--- src/rtl/mn_stream_load.sv ---
// Streaming matrix loader: accepts row-major elements over valid/ready and
// issues one registered storage write per element, optionally transposed.
module mn_stream_load #(
  parameter int MAX_DIM = 128,
  parameter int DW      = 32
) (
  input  logic          clk,
  input  logic          reset,
  input  logic          start,
  input  logic          abort,
  input  logic [7:0]    m_dim,
  input  logic [7:0]    n_dim,
  input  logic          transpose,
  input  logic          in_valid,
  input  logic [DW-1:0] in_data,
  output logic          in_ready,
  output logic          write,
  output logic [7:0]    m_addr,
  output logic [7:0]    n_addr,
  output logic [DW-1:0] data_in,
  output logic          busy,
  output logic          done,
  output logic          err
);

  typedef enum logic [1:0] {IDLE, LOAD, DONE} state_t;

  localparam logic [8:0] MAX_DIM_W = 9'(MAX_DIM);

  state_t        state_q, state_d;
  logic [7:0]    r_q, r_d;
  logic [7:0]    c_q, c_d;
  logic [7:0]    m_dim_q, m_dim_d;
  logic [7:0]    n_dim_q, n_dim_d;
  logic          tr_q, tr_d;
  logic          write_q, write_d;
  logic [7:0]    m_addr_q, m_addr_d;
  logic [7:0]    n_addr_q, n_addr_d;
  logic [DW-1:0] data_q, data_d;
  logic          busy_q, busy_d;
  logic          done_q, done_d;
  logic          err_q, err_d;

  logic          accept;
  logic          start_legal;
  logic          last_col;
  logic          last_row;

  function automatic logic dim_legal(input logic [7:0] d);
    return (d != 8'd0) && ({1'b0, d} <= MAX_DIM_W);
  endfunction

  // Wrap points come from the captured dims so live dim inputs cannot disturb a load.
  assign accept      = (state_q == LOAD) && in_valid && !abort;
  assign start_legal = dim_legal(m_dim) && dim_legal(n_dim);
  assign last_col    = (c_q == n_dim_q - 8'd1);
  assign last_row    = (r_q == m_dim_q - 8'd1);

  always_comb begin
    state_d  = state_q;
    r_d      = r_q;
    c_d      = c_q;
    m_dim_d  = m_dim_q;
    n_dim_d  = n_dim_q;
    tr_d     = tr_q;
    write_d  = 1'b0;
    m_addr_d = m_addr_q;
    n_addr_d = n_addr_q;
    data_d   = data_q;
    done_d   = 1'b0;
    err_d    = err_q;

    case (state_q)
      IDLE: begin
        if (start && !abort) begin
          if (start_legal) begin
            state_d = LOAD;
            m_dim_d = m_dim;
            n_dim_d = n_dim;
            tr_d    = transpose;
            r_d     = 8'd0;
            c_d     = 8'd0;
            err_d   = 1'b0;
          end else begin
            err_d = 1'b1;
          end
        end
      end
      LOAD: begin
        if (accept) begin
          write_d  = 1'b1;
          data_d   = in_data;
          m_addr_d = tr_q ? c_q : r_q;
          n_addr_d = tr_q ? r_q : c_q;
          if (last_col) begin
            c_d = 8'd0;
            if (last_row) begin
              state_d = DONE;
              done_d  = 1'b1;
            end else begin
              r_d = r_q + 8'd1;
            end
          end else begin
            c_d = c_q + 8'd1;
          end
        end
      end
      DONE: begin
        state_d = IDLE;
      end
      default: begin
        state_d = IDLE;
      end
    endcase

    // Abort wins over everything, including a final beat and its done pulse.
    if (abort) begin
      state_d = IDLE;
      write_d = 1'b0;
      done_d  = 1'b0;
    end

    busy_d = (state_d == LOAD) || (state_d == DONE);
  end

  always_ff @(posedge clk or negedge reset) begin
    if (!reset) begin
      state_q  <= IDLE;
      r_q      <= 8'd0;
      c_q      <= 8'd0;
      m_dim_q  <= 8'd0;
      n_dim_q  <= 8'd0;
      tr_q     <= 1'b0;
      write_q  <= 1'b0;
      m_addr_q <= 8'd0;
      n_addr_q <= 8'd0;
      data_q   <= '0;
      busy_q   <= 1'b0;
      done_q   <= 1'b0;
      err_q    <= 1'b0;
    end else begin
      state_q  <= state_d;
      r_q      <= r_d;
      c_q      <= c_d;
      m_dim_q  <= m_dim_d;
      n_dim_q  <= n_dim_d;
      tr_q     <= tr_d;
      write_q  <= write_d;
      m_addr_q <= m_addr_d;
      n_addr_q <= n_addr_d;
      data_q   <= data_d;
      busy_q   <= busy_d;
      done_q   <= done_d;
      err_q    <= err_d;
    end
  end

  assign in_ready = (state_q == LOAD);
  assign write    = write_q;
  assign m_addr   = m_addr_q;
  assign n_addr   = n_addr_q;
  assign data_in  = data_q;
  assign busy     = busy_q;
  assign done     = done_q;
  assign err      = err_q;

endmodule

--- config.mk ---
export PLATFORM = sky130hd
export DESIGN_NAME = mn_stream_load
export DESIGN_NICKNAME = d
export VERILOG_FILES = /design/src/rtl/mn_stream_load.sv
export SDC_FILE = /design/constraint.sdc
export NUM_CORES = 1
export LEC_CHECK = 0
export ABC_CLOCK_PERIOD_IN_PS = 6100
export CAP_MARGIN = 10
export CELL_PAD_IN_SITES_DETAIL_PLACEMENT = 1
export CELL_PAD_IN_SITES_GLOBAL_PLACEMENT = 1
export CORE_AREA = 2 2 115 117
export CTS_CLUSTER_DIAMETER = 30
export CTS_CLUSTER_SIZE = 16
export DETAILED_ROUTE_END_ITERATION = 7
export DIE_AREA = 0 0 117 119
export PLACE_DENSITY = 0.83
export SLEW_MARGIN = 15
export SYNTH_ARGS = -nofsm -noshare
export SYNTH_HDL_FRONTEND = slang
export SYNTH_SLANG_ARGS = --single-unit
--- constraint.sdc ---
create_clock -name clk -period 6.1 [get_ports clk]
set_input_delay 1.22 -clock clk [delete_from_list [all_inputs] [get_ports clk]]
set_output_delay 1.22 -clock clk [all_outputs]
set_load 0.02 [all_outputs]
==> impl_summary.log, run 1 <==
INFO  metric diodes = 0
INFO  metric core.rowCount = 42
INFO  metric hold_viol = 0
INFO  metric hold-path-cell-count = 2
INFO  metric holdCritPathClass = flop to flop
INFO  metric finalCoreUtilization = 0.4521
INFO  metric maxCapViolCount = 0
INFO  metric mappedNetlistNets = 520
INFO  metric gp_routability_congestion = 0.8326
INFO  metric drive_gt1_frac = 0.07513
INFO  metric grt_first_pass_wirelength = 20490 um
INFO  metric slowest_cp_cell = sky130_fd_sc_hd__nor4b_1
INFO  metric average_wire_length_per_cell_after_detail_routing = 16.79 um
INFO  metric worst_hold_startpoint = data_in[30]
INFO  metric tritoncts_num_sinks = 87
INFO  metric run_status = finished, final reports clean
INFO  metric async_reset_ff_frac = 1.000
INFO  metric finalCriticalPeriod = 3.923 ns
INFO  metric worstSetupEndpointType = flop
INFO  metric critPathLaunchType = primary input
INFO  metric grt_remaining_overflow = 0
INFO  metric clock_tree.htree_level_count = 3
INFO  metric remaining_number_of_nets_flagged_by_the_antenna_check_after_routing = 0
INFO  metric worstReg2RegEnd = c_q[6]
INFO  metric post_synth_num_cell_types = 51
INFO  metric input_output_buffers = 106
INFO  metric setup_viol = 0
INFO  metric die-area = 0.01392 mm2
INFO  metric yosys.area.top_type_share = 0.4989
INFO  metric finalCritPeriodShare = 0.6431
INFO  metric synth-edff-count = 0
INFO  metric io_pins = 107
INFO  metric drc = 0
INFO  metric core_region_area = 0.01287 mm2
INFO  metric cp_slowest_stage_delay = 0.87 ns
INFO  metric power_density = 328.0 mW/mm2
INFO  metric layout.nets = 612
INFO  metric worst_clock_skew = 0.005730 ns
INFO  metric cp_num_buf_inv = 2
INFO  metric pin_count_of_the_biggest_net_entering_global_routing = 66
INFO  metric ir_drop = 181.9 uV
INFO  metric cts_max_path_buffers = 2
INFO  metric cts_resized = 0
INFO  metric start_util = 0.3390
INFO  metric post_synthesis_cell_area = 0.004364 mm2
INFO  metric postSynthCellCount = 462
INFO  metric cellLeakagePower = 2.535 nW
INFO  metric antenna_found_initial = 0
INFO  metric fmaxAchievable = 254.9 MHz
INFO  metric grt_pass1_vias = 4087
INFO  metric total_clock_buffers_created_by_cts = 9
INFO  metric n_fill_cell = 1467
INFO  metric seq_area_frac_synth = 0.4989
INFO  metric timing_worst_setup_path_type = primary input to flop
INFO  metric grt_setup_unrepaired = false
INFO  metric post-place-ws = 1.889 ns
INFO  metric layout-area-overhead-vs-synth = 33.37%
INFO  metric synth-seq-cells = 87
INFO  metric wl = 12340 um
INFO  metric reg2reg_from = state_q[0]
INFO  metric max_slew.worst_pin.slew = 1.043 ns
INFO  metric synth.most_common_cell = sky130_fd_sc_hd__nand2_1
INFO  metric initialDrtViolationCount = 173
INFO  metric syn-mean-instance-area = 9.446 um2
INFO  metric cts_hold_repair.buffers = 0
INFO  metric die-height = 119 um
INFO  metric detail_route.first_pass.iterations = 4
INFO  metric timing.critical_path.required = 6.32 ns
INFO  metric clkLatencyLatePin = 0.35 ns
INFO  metric holdPathEnd = data_in[30]
INFO  metric timing.reg2reg.setup_slack = 3.07 ns
INFO  metric yosys_warnings = 0
INFO  metric relSlewSlack = 0.2948
INFO  metric cts_root_buf = sky130_fd_sc_hd__clkbuf_16
INFO  metric cts_tree = built
INFO  metric post_cts.repair.setup_buffers = 0
INFO  metric timing.critical_path.max_delay_family = simple AND/OR/NAND/NOR gates
INFO  metric finalSetupTns = 0 ns
INFO  metric r2r_cells = 6
INFO  metric post_synth_top_area_cell = sky130_fd_sc_hd__dfrtp_1
INFO  metric detail_route.vias_per_cell = 5.090
INFO  metric slew_viol_final = 0
INFO  metric biggest_fanout_along_the_worst_timing_path = 27
INFO  metric route.vias.total = 3741
INFO  metric dp.final_hpwl = 9115 um
INFO  metric dominantRegCellSynth = sky130_fd_sc_hd__dfrtp_1
INFO  metric clock_transition_at_the_register_clock_pins_on_the_worst_setup_and_hold_paths_after_cts = 0.06 ns
INFO  metric synth_top_cells_by_count = sky130_fd_sc_hd__nand2_1 (137), sky130_fd_sc_hd__dfrtp_1 (87), sky130_fd_sc_hd__o21ai_0 (25), sky130_fd_sc_hd__mux2i_1 (23), sky130_fd_sc_hd__clkbuf_1 (21)
INFO  metric die_x = 117 um
INFO  metric synth_area_leaders = sky130_fd_sc_hd__dfrtp_1 (50%), sky130_fd_sc_hd__nand2_1 (12%), sky130_fd_sc_hd__mux2i_1 (5.3%)
INFO  metric worstPathArrival = 4.14 ns
INFO  metric globalRouteTotalUtil = 0.1889
INFO  metric setup_ws = 2.177 ns
INFO  metric cp_cell_sequence = clkdlybuf4s50_1 -> nor4b_1 -> o2111ai_2 -> buf_4 -> and2_0 -> a31oi_1 -> o22ai_1
flip-flops by register name, summed over array words and instances, names as in the netlist, 2 cells and up:
| register | flops |
|---|---|
| m_dim_q | 8 |
| c_q | 8 |
| state_q | 2 |
| n_addr | 8 |
| data_in | 32 |
| r_q | 8 |
| m_addr | 8 |
| n_dim_q | 8 |
layout by cell type (no fill, tap or decap), types with 7 or more instances in the layout:
cell	n
sky130_fd_sc_hd__nand2_1	137
sky130_fd_sc_hd__inv_1	14
sky130_fd_sc_hd__nand2b_1	9
sky130_fd_sc_hd__xnor2_1	9
sky130_fd_sc_hd__nor3_1	8
sky130_fd_sc_hd__dfrtp_1	87
sky130_fd_sc_hd__mux2i_1	23
sky130_fd_sc_hd__nand4_1	10
sky130_fd_sc_hd__nor4_1	8
sky130_fd_sc_hd__clkbuf_16	9
sky130_fd_sc_hd__nand3_1	11
sky130_fd_sc_hd__clkdlybuf4s50_1	105
sky130_fd_sc_hd__o21ai_0	25
sky130_fd_sc_hd__mux2_2	17
sky130_fd_sc_hd__xor2_1	7
final cells by class:
type	instances	area, um2	share of cell area
Multi-Input combinational cell	332	2009	0.3452
Timing Repair Buffer	109	1081	0.1857
Tap cell	176	220.2	0.03783
Clock buffer	11	242.7	0.04170
Clock inverter	5	33.78	0.005804
Sequential cell	87	2177	0.3740
Inverter	15	56.30	0.009673
through the flow:
step	instances	cell area (um2)	power (mW)	hold WS [ns]
detailed placement	719	5544	1.410	0.4628
finish	735	5821	1.909	0.4763
floorplan	462	4364	1.113	0.5232
global route	735	5821	2.019	0.5072
CTS	735	5821	1.931	0.4823
global placement	719	5544	1.372	0.4573
kinds of logic after synthesis:
kind of cell | count (synthesis) | synth area share
AO/OA/AOI/OAI | 57 | 0.08888
XOR/XNOR | 16 | 0.03211
adder cells (fa/ha/maj) | 4 | 0.01147
buffers and inverters | 43 | 0.04214
flip-flops | 87 | 0.4989
multiplexers | 40 | 0.09662
AND/OR/NAND/NOR | 215 | 0.2299
where the power goes:
part	leakage (nW)	switching (mW)	total, mW	internal (mW)
Sequential	1.13	0.128	0.819	0.690
Combinational	1.28	0.295	0.579	0.284
Clock	0.132	0.225	0.511	0.286
Total	2.53	0.648	1.91	1.26
worst max-delay path by stage:
stage	from	endpoint	slack, ns	depth (start not counted)
after global routing	abort	c_q[2]	1.87	7
after floorplan	m_dim[2]	n_dim_q[0]	3.11	5
after detailed placement	abort	c_q[6]	1.89	7
after CTS	abort	c_q[4]	2.21	7
final	abort	c_q[6]	2.18	7
after global placement	abort	c_q[6]	2.03	7
worst min-delay path: cells and delay by family, from the launching register on:
family           cells  cell delay [ns]
flip-flops           1             0.34
AND/OR/NAND/NOR      2             0.10
routing by layer:
layer	vias to the layer above	routed length, um	global-route usage	share of wire
met1	1875	4886	0.2200	0.40
met3	15	907	0.06209	0.073
met4	0	189	0.06985	0.015
li1	1758	-	-	-
met2	93	6357	0.3204	0.52
met5	-	0	0	0
No activity file was read; power rests on OpenSTA's default activity.
==> run 2: changes to the inputs <==
--- a/config.mk
+++ b/config.mk
@@ -5,15 +5,15 @@
 export SDC_FILE = /design/constraint.sdc
 export NUM_CORES = 1
 export LEC_CHECK = 0
-export ABC_CLOCK_PERIOD_IN_PS = 6100
+export ABC_CLOCK_PERIOD_IN_PS = 3300
 export CAP_MARGIN = 10
 export CELL_PAD_IN_SITES_DETAIL_PLACEMENT = 1
 export CELL_PAD_IN_SITES_GLOBAL_PLACEMENT = 1
-export CORE_AREA = 2 2 115 117
+export CORE_AREA = 2 2 117 119
 export CTS_CLUSTER_DIAMETER = 30
 export CTS_CLUSTER_SIZE = 16
 export DETAILED_ROUTE_END_ITERATION = 7
-export DIE_AREA = 0 0 117 119
+export DIE_AREA = 0 0 119 121
 export PLACE_DENSITY = 0.83
 export SLEW_MARGIN = 15
 export SYNTH_ARGS = -nofsm -noshare
==> constraint.sdc (replaced) <==
create_clock -name clk -period 3.3 [get_ports clk]
set_input_delay 0.66 -clock clk [delete_from_list [all_inputs] [get_ports clk]]
set_output_delay 0.66 -clock clk [all_outputs]
set_load 0.02 [all_outputs]
==> impl_summary.log, run 2 (synthesis results as in run 1) <==
INFO  metric run_status = finished, final reports clean
INFO  metric hold_viol = 0
INFO  metric worstPathArrival = 3.07 ns
INFO  metric worst_clock_skew = 0.006864 ns
INFO  metric io_pins = 107
INFO  metric post_cts.repair.setup_buffers = 0
INFO  metric biggest_fanout_along_the_worst_timing_path = 16
INFO  metric antenna_found_initial = 0
INFO  metric detail_route.first_pass.iterations = 4
INFO  metric gp_routability_congestion = 0.8378
INFO  metric cts_resized = 0
INFO  metric holdCritPathClass = primary input to async pin
INFO  metric wl = 12630 um
INFO  metric die-height = 121 um
INFO  metric clkLatencyLatePin = 0.34 ns
INFO  metric drc = 0
INFO  metric layout.nets = 619
INFO  metric finalSetupTns = 0 ns
INFO  metric cts_max_path_buffers = 2
INFO  metric start_util = 0.3335
INFO  metric mostFrequentLayoutCells = sky130_fd_sc_hd__nand2_1 (137), sky130_fd_sc_hd__clkdlybuf4s50_1 (105), sky130_fd_sc_hd__dfrtp_1 (87)
INFO  metric grt_first_pass_wirelength = 21130 um
INFO  metric cts_root_buf = sky130_fd_sc_hd__clkbuf_16
INFO  metric globalRouteTotalUtil = 0.1844
INFO  metric initialDrtViolationCount = 161
INFO  metric clock_tree.htree_level_count = 3
INFO  metric drive_gt1_frac = 0.08657
INFO  metric setup_viol = 0
INFO  metric core.rowCount = 42
INFO  metric ir_drop = 277.0 uV
INFO  metric input_output_buffers = 106
INFO  metric cts_tree = built
INFO  metric timing.critical_path.required = 3.52 ns
INFO  metric dpl_cell_area = 0.005597 mm2
INFO  metric total_clock_buffers_created_by_cts = 9
INFO  metric fmaxAchievable = 350.6 MHz
INFO  metric average_wire_length_per_cell_after_detail_routing = 17.02 um
INFO  metric remaining_number_of_nets_flagged_by_the_antenna_check_after_routing = 0
INFO  metric maxCapViolCount = 0
INFO  metric worstSetupEndpointType = flop
INFO  metric relSlewSlack = 0.3320
INFO  metric final_area = 0.005943 mm2
INFO  metric finalHoldWorstSlack = 0.2922 ns
INFO  metric cellLeakagePower = 2.606 nW
INFO  metric finalCritPeriodShare = 0.8643
INFO  metric power_density = 634.6 mW/mm2
INFO  metric finalCoreUtilization = 0.4542
INFO  metric critPathLaunchType = flop
INFO  metric diodes = 0
INFO  metric route.vias.total = 3784
INFO  metric max_slew.worst_pin.slew = 1.001 ns
INFO  metric timing_worst_setup_path_type = flop to flop
INFO  metric layout_commonest_cell = sky130_fd_sc_hd__nand2_1
INFO  metric finalCriticalPeriod = 2.852 ns
INFO  metric tritoncts_num_sinks = 87
INFO  metric grt_setup_unrepaired = false
INFO  metric layout-area-overhead-vs-synth = 36.18%
INFO  metric clock_transition_at_the_register_clock_pins_on_the_worst_setup_and_hold_paths_after_cts = 0.06 ns
INFO  metric die-area = 0.01440 mm2
INFO  metric slew_viol_final = 0
INFO  metric core_region_area = 0.01309 mm2
INFO  metric max_ffs_per_register = 32
INFO  metric cts_hold_repair.buffers = 0
INFO  metric grt_remaining_overflow = 0
INFO  metric dp.final_hpwl = 9361 um
INFO  metric detail_route.vias_per_cell = 5.100
INFO  metric grt_pass1_vias = 4291
INFO  metric pin_count_of_the_biggest_net_entering_global_routing = 63
INFO  metric die_x = 119 um
[run 2: changes by cell type in the layout (fill, tap and decap cells not counted)]
| cell | delta |
|---|---|
| sky130_fd_sc_hd__clkinv_2 | -1 |
| sky130_fd_sc_hd__inv_6 | +1 |
| sky130_fd_sc_hd__bufinv_16 | +3 |
| sky130_fd_sc_hd__clkinvlp_4 | -2 |
| sky130_fd_sc_hd__clkinv_4 | -1 |
| sky130_fd_sc_hd__buf_4 | +7 |
[run 2: layout make-up]
| cell class | count | area (um2) |
|---|---|---|
| clock buffers | 11 | 242.7 |
| fillers | 1480 | 7142 |
| well taps | 176 | 220.2 |
| inverters | 15 | 56.30 |
| repair buffers | 116 | 1134 |
| flip-flops and latches | 87 | 2177 |
| multi-input cells | 332 | 2009 |
| clock inverters | 5 | 103.9 |
[run 2: routing by layer]
layer / vias up / global-route usage / wire [um]
met5: - / 0 / 0
met4: 0 / 0.07589 / 252
met3: 25 / 0.05639 / 820
met2: 103 / 0.3287 / 6628
met1: 1887 / 0.2044 / 4931
li1: 1769 / - / -
[run 2: final timing paths]
check	depth (start not counted)	slack (ns)	start	endpoint
setup / recovery	8	0.45	n_dim_q[1]	r_q[0]
hold / removal	1	0.29	reset	n_addr[3]
setup reg to reg	8	0.45	n_dim_q[1]	r_q[0]
hold reg to reg	2	0.48	data_in[12]	data_in[12]
max in group asynchronous	2	2.26	reset	data_in[17]
min in group clk	2	0.48	data_in[12]	data_in[12]
[run 2: power by group]
group	leakage (nW)	internal (mW)	switching (mW)	total (mW)
Combinational	1.31	0.532	0.549	1.08
Clock	0.170	0.762	0.422	1.18
Sequential	1.13	1.28	0.230	1.51
[run 2: worst max-delay path, cell delays in order, from the launching register on]
cell and delay [ns]:
sky130_fd_sc_hd__dfrtp_1 0.46, sky130_fd_sc_hd__inv_1 0.09, sky130_fd_sc_hd__ha_1 0.21, sky130_fd_sc_hd__inv_1 0.09, sky130_fd_sc_hd__or4b_1 0.53, sky130_fd_sc_hd__a311oi_2 0.34
sky130_fd_sc_hd__o311ai_4 0.33, sky130_fd_sc_hd__o31ai_4 0.31, sky130_fd_sc_hd__mux2_2 0.36
[run 2: through the flow]
step / power, mW / worst slack (ns) / instances
CTS: 3.816 / 0.4493 / 742
global placement: 2.545 / 0.4199 / 726
finish: 3.772 / 0.4479 / 742
global route: 3.978 / 0.2363 / 742
detailed placement: 2.614 / 0.2574 / 726
floorplan: 2.058 / 0.7340 / 462
